--- src/rtl/rtc_tick_pkg.sv ---
// Shared types and constants for the RTC tick controller.
package rtc_tick_pkg;

   typedef enum logic [1:0] {
      IDLE = 2'd0,
      ARM  = 2'd1,
      RUN  = 2'd2
   } state_e;

   // Saturation value of a w-bit pending-tick counter.
   function automatic int unsigned pend_max(input int unsigned w);
      return (32'd1 << w) - 32'd1;
   endfunction

endpackage

--- src/rtl/rtc_tick_ctrl_synch.sv ---
// Multi-flop synchronizer for a single asynchronous level.
module synch #(
   parameter int STAGES = 2
) (
   input  logic clk_i,
   input  logic rst_ni,
   input  logic din,
   output logic dout
);

   logic [STAGES-1:0] ff;

   always_ff @(posedge clk_i or negedge rst_ni) begin
      if (!rst_ni) begin
         ff <= '0;
      end else begin
         ff <= {ff[STAGES-2:0], din};
      end
   end

   assign dout = ff[STAGES-1];

endmodule

--- src/rtl/rtc_tick_ctrl.sv ---
// RTC pad to mtime tick enables: sync, edge detect, prescale, stall queue.
module rtc_tick_ctrl
   import rtc_tick_pkg::*;
#(
   parameter int SYNC_STAGES = 2,
   parameter int DIV_W       = 16,
   parameter int PEND_W      = 4
) (
   input  logic              clk_i,
   input  logic              rst_ni,
   input  logic              en_i,
   input  logic [DIV_W-1:0]  div_i,
   input  logic              rtc_i,
   input  logic              stall_i,
   input  logic              ovf_clr_i,
   output logic              tick_o,
   output logic [PEND_W-1:0] pend_o,
   output logic              ovf_o,
   output logic              active_o
);

   localparam int ARM_W = $clog2(SYNC_STAGES);
   localparam logic [ARM_W-1:0] ARM_LAST =
      ARM_W'(SYNC_STAGES - 1);
   localparam logic [PEND_W-1:0] PEND_MAX =
      PEND_W'(pend_max(PEND_W));

   state_e state, state_n;

   logic              rtc_s;
   logic              rtc_q;
   logic              rise;
   logic              ev;
   logic              ovf_set;
   logic              tick_n;
   logic              ovf_n;
   logic [DIV_W-1:0]  cnt, cnt_n;
   logic [ARM_W-1:0]  arm_cnt, arm_n;
   logic [PEND_W-1:0] pend, pend_n;

   synch #(
      .STAGES (SYNC_STAGES)
   ) u_synch (
      .clk_i  (clk_i),
      .rst_ni (rst_ni),
      .din    (rtc_i),
      .dout   (rtc_s)
   );

   assign rise   = rtc_s & ~rtc_q;
   assign pend_o = pend;

   always_ff @(posedge clk_i or negedge rst_ni) begin
      if (!rst_ni) begin
         state    <= IDLE;
         rtc_q    <= 1'b0;
         cnt      <= '0;
         arm_cnt  <= '0;
         pend     <= '0;
         tick_o   <= 1'b0;
         ovf_o    <= 1'b0;
         active_o <= 1'b0;
      end else begin
         state    <= state_n;
         rtc_q    <= rtc_s;
         cnt      <= cnt_n;
         arm_cnt  <= arm_n;
         pend     <= pend_n;
         tick_o   <= tick_n;
         ovf_o    <= ovf_n;
         active_o <= (state_n == RUN);
      end
   end

   always_comb begin
      state_n = state;
      cnt_n   = cnt;
      arm_n   = arm_cnt;
      pend_n  = pend;
      tick_n  = 1'b0;
      ev      = 1'b0;
      ovf_set = 1'b0;
      unique case (state)
         IDLE: begin
            cnt_n  = '0;
            pend_n = '0;
            arm_n  = '0;
            if (en_i) state_n = ARM;
         end
         ARM: begin
            // Synchronizer settles here; rtc_q keeps tracking meanwhile.
            cnt_n  = '0;
            pend_n = '0;
            if (!en_i) begin
               state_n = IDLE;
               arm_n   = '0;
            end else if (arm_cnt == ARM_LAST) begin
               state_n = RUN;
               arm_n   = '0;
            end else begin
               arm_n = arm_cnt + 1'b1;
            end
         end
         RUN: begin
            if (!en_i) begin
               state_n = IDLE;
               cnt_n   = '0;
               pend_n  = '0;
            end else begin
               // >= so a lowered divider fires instead of wrapping.
               if (rise) begin
                  if (cnt >= div_i) begin
                     cnt_n = '0;
                     ev    = 1'b1;
                  end else begin
                     cnt_n = cnt + 1'b1;
                  end
               end
               if (stall_i) begin
                  if (ev) begin
                     if (pend == PEND_MAX) ovf_set = 1'b1;
                     else pend_n = pend + 1'b1;
                  end
               end else if (ev || (pend != '0)) begin
                  tick_n = 1'b1;
                  if (!ev) pend_n = pend - 1'b1;
               end
            end
         end
         default: begin
            state_n = IDLE;
         end
      endcase
      ovf_n = ovf_set ? 1'b1 : (ovf_clr_i ? 1'b0 : ovf_o);
   end

endmodule

--- config.mk ---
export PLATFORM = sky130hd
export DESIGN_NAME = rtc_tick_ctrl
export DESIGN_NICKNAME = d
export VERILOG_FILES = /design/src/rtl/rtc_tick_pkg.sv /design/src/rtl/rtc_tick_ctrl_synch.sv /design/src/rtl/rtc_tick_ctrl.sv
export SDC_FILE = /design/constraint.sdc
export NUM_CORES = 1
export LEC_CHECK = 0
export CAP_MARGIN = 20
export CORE_MARGIN = 4
export CORE_UTILIZATION = 54
export CTS_CLUSTER_SIZE = 30
export DETAILED_ROUTE_END_ITERATION = 10
export PLACE_DENSITY = 0.79
export SLEW_MARGIN = 30
export SYNTH_ARGS = -nofsm -noshare
export SYNTH_HDL_FRONTEND = slang
export SYNTH_SLANG_ARGS = --single-unit
--- constraint.sdc ---
create_clock -name clk_i -period 3.1 [get_ports clk_i]
set_input_delay 0.62 -clock clk_i [delete_from_list [all_inputs] [get_ports clk_i]]
set_output_delay 0.62 -clock clk_i [all_outputs]
set_load 0.02 [all_outputs]
# Yosys cells after proc, flatten, opt, wreduce, memory -nomap -nowiden

Index checks and enable logic that the tools add are counted.

Bits of input ports: 22
Output and inout port bits: 7
Word-level logic and storage cells: 68
Register bits: 29

Multiplexer cells: 34
Reductions and logical operators: 9
Add/subtract/negate cells: 4
Bitwise operators: 2
Magnitude comparators: 1
Equality and inequality tests: 9

Operator list:

| operator                                                            | count |
|---|---|
| 16-bit 2-to-1 mux                                                   | 3 |
| 16-bit case mux with 2 select lines                                 | 1 |
| 4-bit 2-to-1 mux                                                    | 6 |
| 1-bit 2-to-1 mux                                                    | 17 |
| 16-bit by 1-bit adder with 16-bit output (second input constant)    | 1 |
| 16-bit >= comparator                                                | 1 |
| 4-bit inequality test (second input constant)                       | 4 |
| 2-bit 2-to-1 mux                                                    | 4 |
| 4-bit case mux with 2 select lines                                  | 1 |
| 2-bit case mux with 3 select lines                                  | 1 |
| 2-bit nonzero test                                                  | 3 |
| 5-bit AND reduction                                                 | 1 |
| 4-bit by 1-bit adder with 4-bit output (second input constant)      | 1 |
| 2-bit == test (second input constant)                               | 2 |
| 4-bit == test (second input constant)                               | 1 |
| 4-bit nonzero test                                                  | 1 |
| 4-bit by 1-bit subtractor with 4-bit output (second input constant) | 1 |
| 3-bit inequality test (second input constant)                       | 1 |
| 2-bit by 1-bit == test with 1-bit output (second input constant)    | 1 |
| 2-bit logical NOT                                                   | 1 |
| 1-bit case mux with 2 select lines                                  | 1 |
| 2-bit AND reduction                                                 | 1 |
| 2-bit OR reduction                                                  | 1 |
| 1-bit adder (second input constant)                                 | 1 |
| 3 further kinds                                                     | 3 |

# Logic depth before layout (Yosys ltp)

Word-level depth: 10
Gate-level depth with buffers: 9
Mapped depth without buffers: 8

# Hierarchy

A second synthesis with hierarchy kept.

Cell total of the unflattened synthesis: 215
Area, all modules: 2000.7 um2

Modules (own cells, without submodules):

| module        | cells each | times used | area each (um2) |
|---|---|---|---|
| rtc_tick_ctrl | 213        | 1          | 1950.6 |
| synch         | 2          | 1          | 50.0 |

# Worst setup path after synthesis

OpenSTA, ideal clock, no wires.

Path kind: input-to-reg
Start: in div_i[13]
End: reg pend[0], in the netlist pend_o[0]
Required time: 2.975 ns
Slack: 0.337 ns
Path buffers: 0
Data arrival time: 2.638 ns
Stages: 8
Setup time: 0.125 ns
Cell sequence: inv_1 > ha_1 > a21oi_2 > o21ai_1 > or4_4 > or3_4 > o211ai_4 > mux2_4

Cells in the longest elaborated chain, start to end: 8
Elaborated cells on any way between the ends: 10
Classes of those cells: 1 x order compare; 3 x eq/ne; 4 x mux; 2 x reduce/logical

Ends and longest elaborated chain:

| item                            | line                 | text |
|---|---|---|
| start: declaration              | rtc_tick_ctrl.sv:12  | `input logic [DIV_W-1:0] div_i,` |
| 16-bit >= comparator *          | rtc_tick_ctrl.sv:112 | `if (cnt >= div_i) begin` |
| 1-bit 2-to-1 mux *              | rtc_tick_ctrl.sv:112 |  |
| 1-bit 2-to-1 mux *              | rtc_tick_ctrl.sv:111 | `if (rise) begin` |
| 1-bit 2-to-1 mux *              | rtc_tick_ctrl.sv:105 | `if (!en_i) begin` |
| 1-bit 2-to-1 mux *              | rtc_tick_ctrl.sv:83  | `unique case (state)` |
| 1-bit logical OR                | rtc_tick_ctrl.sv:124 | `end else if (ev \|\| (pend != '0)) begin` |
| 4-bit inequality test (no line) | n/a                  |  |
| 5-bit AND reduction (no line) * | n/a                  |  |
| end signal: assignment          | rtc_tick_ctrl.sv:68  | `pend <= pend_n;` |
| end: declaration                | rtc_tick_ctrl.sv:39  | `logic [PEND_W-1:0] pend, pend_n;` |

Mark *: on every way between the ends. The rest lies on a longest branch, timed or not. The select of a mux whose other input is x is not followed.
A chain may end at the register's enable or synchronous reset.

# Final worst setup path

Ends and elaborated chain as after synthesis.

==> impl_table.tex <==
\begin{tabular}{lr}
\hline
Metric & Value \\
\hline
\multicolumn{2}{l}{\textbf{Clock network}} \\
\quad Number of buffers between clock root and the deepest sink & 2 \\
\quad Clock latency on the worst-skew pair & 0.28 ns \\
\quad TritonCTS clock tree & yes \\
\quad Clock Sink Count & 29 \\
\quad Level count of the clock H-tree & 2 \\
\quad Clock slew seen by the registers of the worst setup and hold paths & 0.06 ns \\
\quad Post-CTS Setup Repair Bufs & 0 \\
\quad CTS hold repair buffers & 0 \\
\quad CTS-repair resized insts & 0 \\
\quad Cts bufs inserted & 5 \\
\quad Clock root buffer master & sky130\_fd\_sc\_hd\_\_clkbuf\_8 \\
\multicolumn{2}{l}{\textbf{Logic synthesis}} \\
\quad Async SR Flop Fraction & 100\% \\
\quad Gate count after technology mapping & 216 \\
\quad Cell with the most instances after synthesis & sky130\_fd\_sc\_hd\_\_dfrtp\_1 \\
\quad Cell taking the most area after synthesis & sky130\_fd\_sc\_hd\_\_dfrtp\_1 \\
\quad Count of state elements after synthesis & 29 \\
\quad Warnings from Yosys & 0 \\
\quad Most instantiated cells after synthesis & sky130\_fd\_sc\_hd\_\_dfrtp\_1, sky130\_fd\_sc\_hd\_\_nand2\_1, sky130\_fd\_sc\_hd\_\_inv\_1 \\
\quad Portion of the post-synthesis area used by sequential elements & between 30\% and 40\% \\
\quad Number of distinct library cells after synthesis & 45 \\
\quad Synth area leaders & sky130\_fd\_sc\_hd\_\_dfrtp\_1, sky130\_fd\_sc\_hd\_\_ha\_1, sky130\_fd\_sc\_hd\_\_nand2\_1, sky130\_fd\_sc\_hd\_\_inv\_1, sky130\_fd\_sc\_hd\_\_a31oi\_1 \\
\quad Cell area after synthesis & 2010 um\^{}2 \\
\quad Synth Area per Inst & 9.30 um\^{}2 \\
\quad Fraction of post-synthesis cell area in the top cell type by area & a little over a third \\
\quad Synth Flop Type & sky130\_fd\_sc\_hd\_\_dfrtp\_1 \\
\quad Number of enable-type register cells in the synthesized netlist & 0 \\
\quad Net count after synthesis & roughly 260 \\
\multicolumn{2}{l}{\textbf{Timing}} \\
\quad Clock skew after layout & 0.00343 ns \\
\quad Final hold violations & 0 \\
\quad Max Fclk & 331 MHz \\
\quad Rel. slew slack & about 60\% \\
\quad Final count of pins violating max slew & 0 \\
\quad Min Hold Slack & 0.347 ns \\
\quad Number of failing setup endpoints in the final timing report & 0 \\
\quad Min Clock Period, post-route & 3.02 ns \\
\quad Worst-margin pin slew & 0.594 ns \\
\quad Unrepaired setup endpoints after global routing & no \\
\quad Final worst path period share & 97.5\% \\
\quad Final setup TNS & 0 ns \\
\multicolumn{2}{l}{\textbf{Setup path}} \\
\quad End of the worst register-to-register path & pend\_o[0]\$\_DFFE\_PN0P\_ \\
\quad Setup crit start kind & input pin \\
\quad Setup slack of the most critical reg-to-reg path & 0.49 ns \\
\quad Largest fanout of any net on the critical path & 4 \\
\quad CP max stage cell & sky130\_fd\_sc\_hd\_\_or4\_4 \\
\quad Crit Path Category & input pin to flop \\
\quad Endpoint of the worst setup timing path & pend\_o[0]\$\_DFFE\_PN0P\_ \\
\quad Worst setup startpoint & div\_i[13] \\
\quad WP depth & 9 \\
\quad Type of element capturing the critical path & flop \\
\quad Critical path cell sequence & clkdlybuf4s50\_1 -> inv\_1 -> ha\_1 -> a21oi\_2 -> o21ai\_1 -> or4\_4 -> or3\_4 -> o211ai\_4 -> mux2\_4 \\
\quad Delay-heaviest family, CP & simple AND/OR/NAND/NOR gates \\
\quad Slowest cell delay on critical path & 0.56 ns \\
\quad Required time of the critical path & about 3.3 ns \\
\quad Crit path buf inv count & 2 \\
\quad Beginning of the worst register-to-register path & cnt[13]\$\_DFFE\_PN0P\_ \\
\quad Arrival time worst endpoint & 3.19 ns \\
\quad Worst reg2reg path depth & 7 \\
\multicolumn{2}{l}{\textbf{GRT}} \\
\quad Grt ovf & 0 \\
\quad Initial antenna violation count & 0 \\
\quad Via count of the first global-routing pass & 1570 \\
\quad Overall routing resource usage & around a fifth \\
\quad Wire length of the first global-routing pass & 7320 um \\
\quad Maximum number of pins on one net before global-route repair & 30 \\
\multicolumn{2}{l}{\textbf{Cells and area}} \\
\quad Antenna diodes & 0 \\
\quad Final \#Nets & between 200 and 300 \\
\quad End-of-flow core utilization & 72.3\% \\
\quad Fraction of final layout cells with drive strength greater than 1 & a little under an eighth \\
\quad Cell area after layout & 2510 um\^{}2 \\
\quad Area growth from synthesis to final layout & 24.7\% \\
\quad Number of filler instances in the final layout & around 280 \\
\multicolumn{2}{l}{\textbf{Routing}} \\
\quad Number of nets with antenna violations after routing & 0 \\
\quad Vias & 1681 \\
\quad Initial DRC count & 75 \\
\quad DRC viols & 0 \\
\quad Final routed wirelength across all metal layers & approximately 4100 um \\
\quad Length of the first detailed-routing pass in iterations & 4 \\
\quad DR WL/cell & roughly 13 um \\
\quad Via/cell ratio & 5.55 \\
\multicolumn{2}{l}{\textbf{Pwr}} \\
\quad Leak & 1.17 nW \\
\quad Power per cell area & roughly 330 nW/um\^{}2 \\
\quad Worst IR Drop VDD & between 0.2 and 0.3 mV \\
\multicolumn{2}{l}{\textbf{Floorplan}} \\
\quad Area enclosed by the die boundary & 4760 um\^{}2 \\
\quad Core box area & around 3500 um\^{}2 \\
\quad Initial standard-cell utilization of the core & between 50\% and 60\% \\
\quad Die Span Y & 69 um \\
\quad I/O Pins & 29 \\
\quad Number of rows in the core area & 21 \\
\quad Width of the die & 69 um \\
\multicolumn{2}{l}{\textbf{Run status}} \\
\quad Run status & completed \\
\multicolumn{2}{l}{\textbf{Hold path}} \\
\quad Worst Hold Path Cells & 0 \\
\quad Worst hold path class & flop to flop \\
\multicolumn{2}{l}{\textbf{Place}} \\
\quad Placement Cell Area & between 2000 and 2500 um\^{}2 \\
\quad Sum of net half-perimeters after detailed placement & 2970 um \\
\quad Placer Congestion & 0.857 \\
\quad Number of buffer cells added on primary ports & 28 \\
\multicolumn{2}{l}{\textbf{Flow run}} \\
\quad Number of maximum-capacitance constraint violations & 0 \\
\hline
\end{tabular}
kinds of logic after synthesis:
logic type	share of synthesized area (%)
adders and majority gates	12.8
muxes	2.99
DFF	36.1
buffers and inverters	5.79
AOI/OAI and AO/OA	16.5
and+or+nand+nor	24.5
xor gates and xnor gates	1.31
placed cells by master, fill, tap and decap left out, types with 2 or more instances in the layout:
cell type and n:
sky130_fd_sc_hd__and4_1 3, sky130_fd_sc_hd__nor4b_4 2, sky130_fd_sc_hd__nand3_1 7, sky130_fd_sc_hd__o21a_1 2, sky130_fd_sc_hd__o21ai_0 3, sky130_fd_sc_hd__and2_1 5, sky130_fd_sc_hd__a22o_1 2, sky130_fd_sc_hd__mux2_4 2
sky130_fd_sc_hd__a21o_1 2, sky130_fd_sc_hd__a21oi_1 13, sky130_fd_sc_hd__and3_1 5, sky130_fd_sc_hd__o21ai_1 5, sky130_fd_sc_hd__nand2_1 23, sky130_fd_sc_hd__nand3b_1 3, sky130_fd_sc_hd__clkbuf_8 7, sky130_fd_sc_hd__clkdlybuf4s50_1 28
sky130_fd_sc_hd__inv_1 21, sky130_fd_sc_hd__a41oi_1 2, sky130_fd_sc_hd__xnor2_1 3, sky130_fd_sc_hd__mux2i_1 3, sky130_fd_sc_hd__a31oi_1 12, sky130_fd_sc_hd__nor2_1 10, sky130_fd_sc_hd__ha_1 19, sky130_fd_sc_hd__buf_4 10
sky130_fd_sc_hd__dfrtp_1 29, sky130_fd_sc_hd__nand2b_1 8, sky130_fd_sc_hd__nor3_1 4, sky130_fd_sc_hd__nand4_1 5
where the power goes:
part	total, mW	internal, mW	switching (mW)
clock	0.341	0.200	0.141
sequential	0.391	0.385	0.00632
combinational	0.0901	0.0494	0.0407
how the worst min path moves through the flow:
stage	startpoint	to	slack, ns
2_1_floorplan	rst_ni	active_o$_DFF_PN0_	0.32
3_3_place_gp	u_synch.ff[0]$_DFF_PN0_	u_synch.ff[1]$_DFF_PN0_	0.34
3_5_place_dp	u_synch.ff[0]$_DFF_PN0_	u_synch.ff[1]$_DFF_PN0_	0.33
4_1_cts	u_synch.ff[0]$_DFF_PN0_	u_synch.ff[1]$_DFF_PN0_	0.35
5_1_grt	u_synch.ff[0]$_DFF_PN0_	u_synch.ff[1]$_DFF_PN0_	0.39
6_report	u_synch.ff[0]$_DFF_PN0_	u_synch.ff[1]$_DFF_PN0_	0.35
state kept, by name, summed over array words and instances, names as in the netlist:
register / flops
cnt: 16
pend_o: 4
state: 2
u_synch.ff: 2
active_o: 1
arm_cnt: 1
ovf_o: 1
rtc_q: 1
tick_o: 1
per-stage QoR:
step | setup WS (ns) | power, mW | std cells
6_report | 0.0775 | 0.822 | 303
3_5_place_dp | -0.172 | 0.488 | 295
3_3_place_gp | -0.126 | 0.486 | 295
5_1_grt | 0.0205 | 0.866 | 303
4_1_cts | 0.0864 | 0.829 | 303
2_1_floorplan | 0.337 | 0.437 | 216
layer usage:
metal  track usage [%]  up-vias  wire [um]  share of wire [%]
li1                  -      861          -                  -
met4              5.42        0         60                1.5
met5                 0        -          0                  0
met1              25.4      782       2010                 49
met2              28.4       31       1810                 45
met3              6.83        7        182                4.5
area by class of cell:
| cell class | count | area, um^2 | share of cell area, % |
|---|---|---|---|
| well taps | 46 | 57.6 | 2.30 |
| flip-flops and latches | 29 | 726 | 29.0 |
| clock inverters | 1 | 5.00 | 0.200 |
| multi-input cells | 160 | 1170 | 46.6 |
| inverters | 21 | 78.8 | 3.15 |
| clock buffers | 7 | 96.3 | 3.84 |
| repair buffers | 39 | 375 | 15.0 |
No activity file was read; power rests on OpenSTA's default activity.
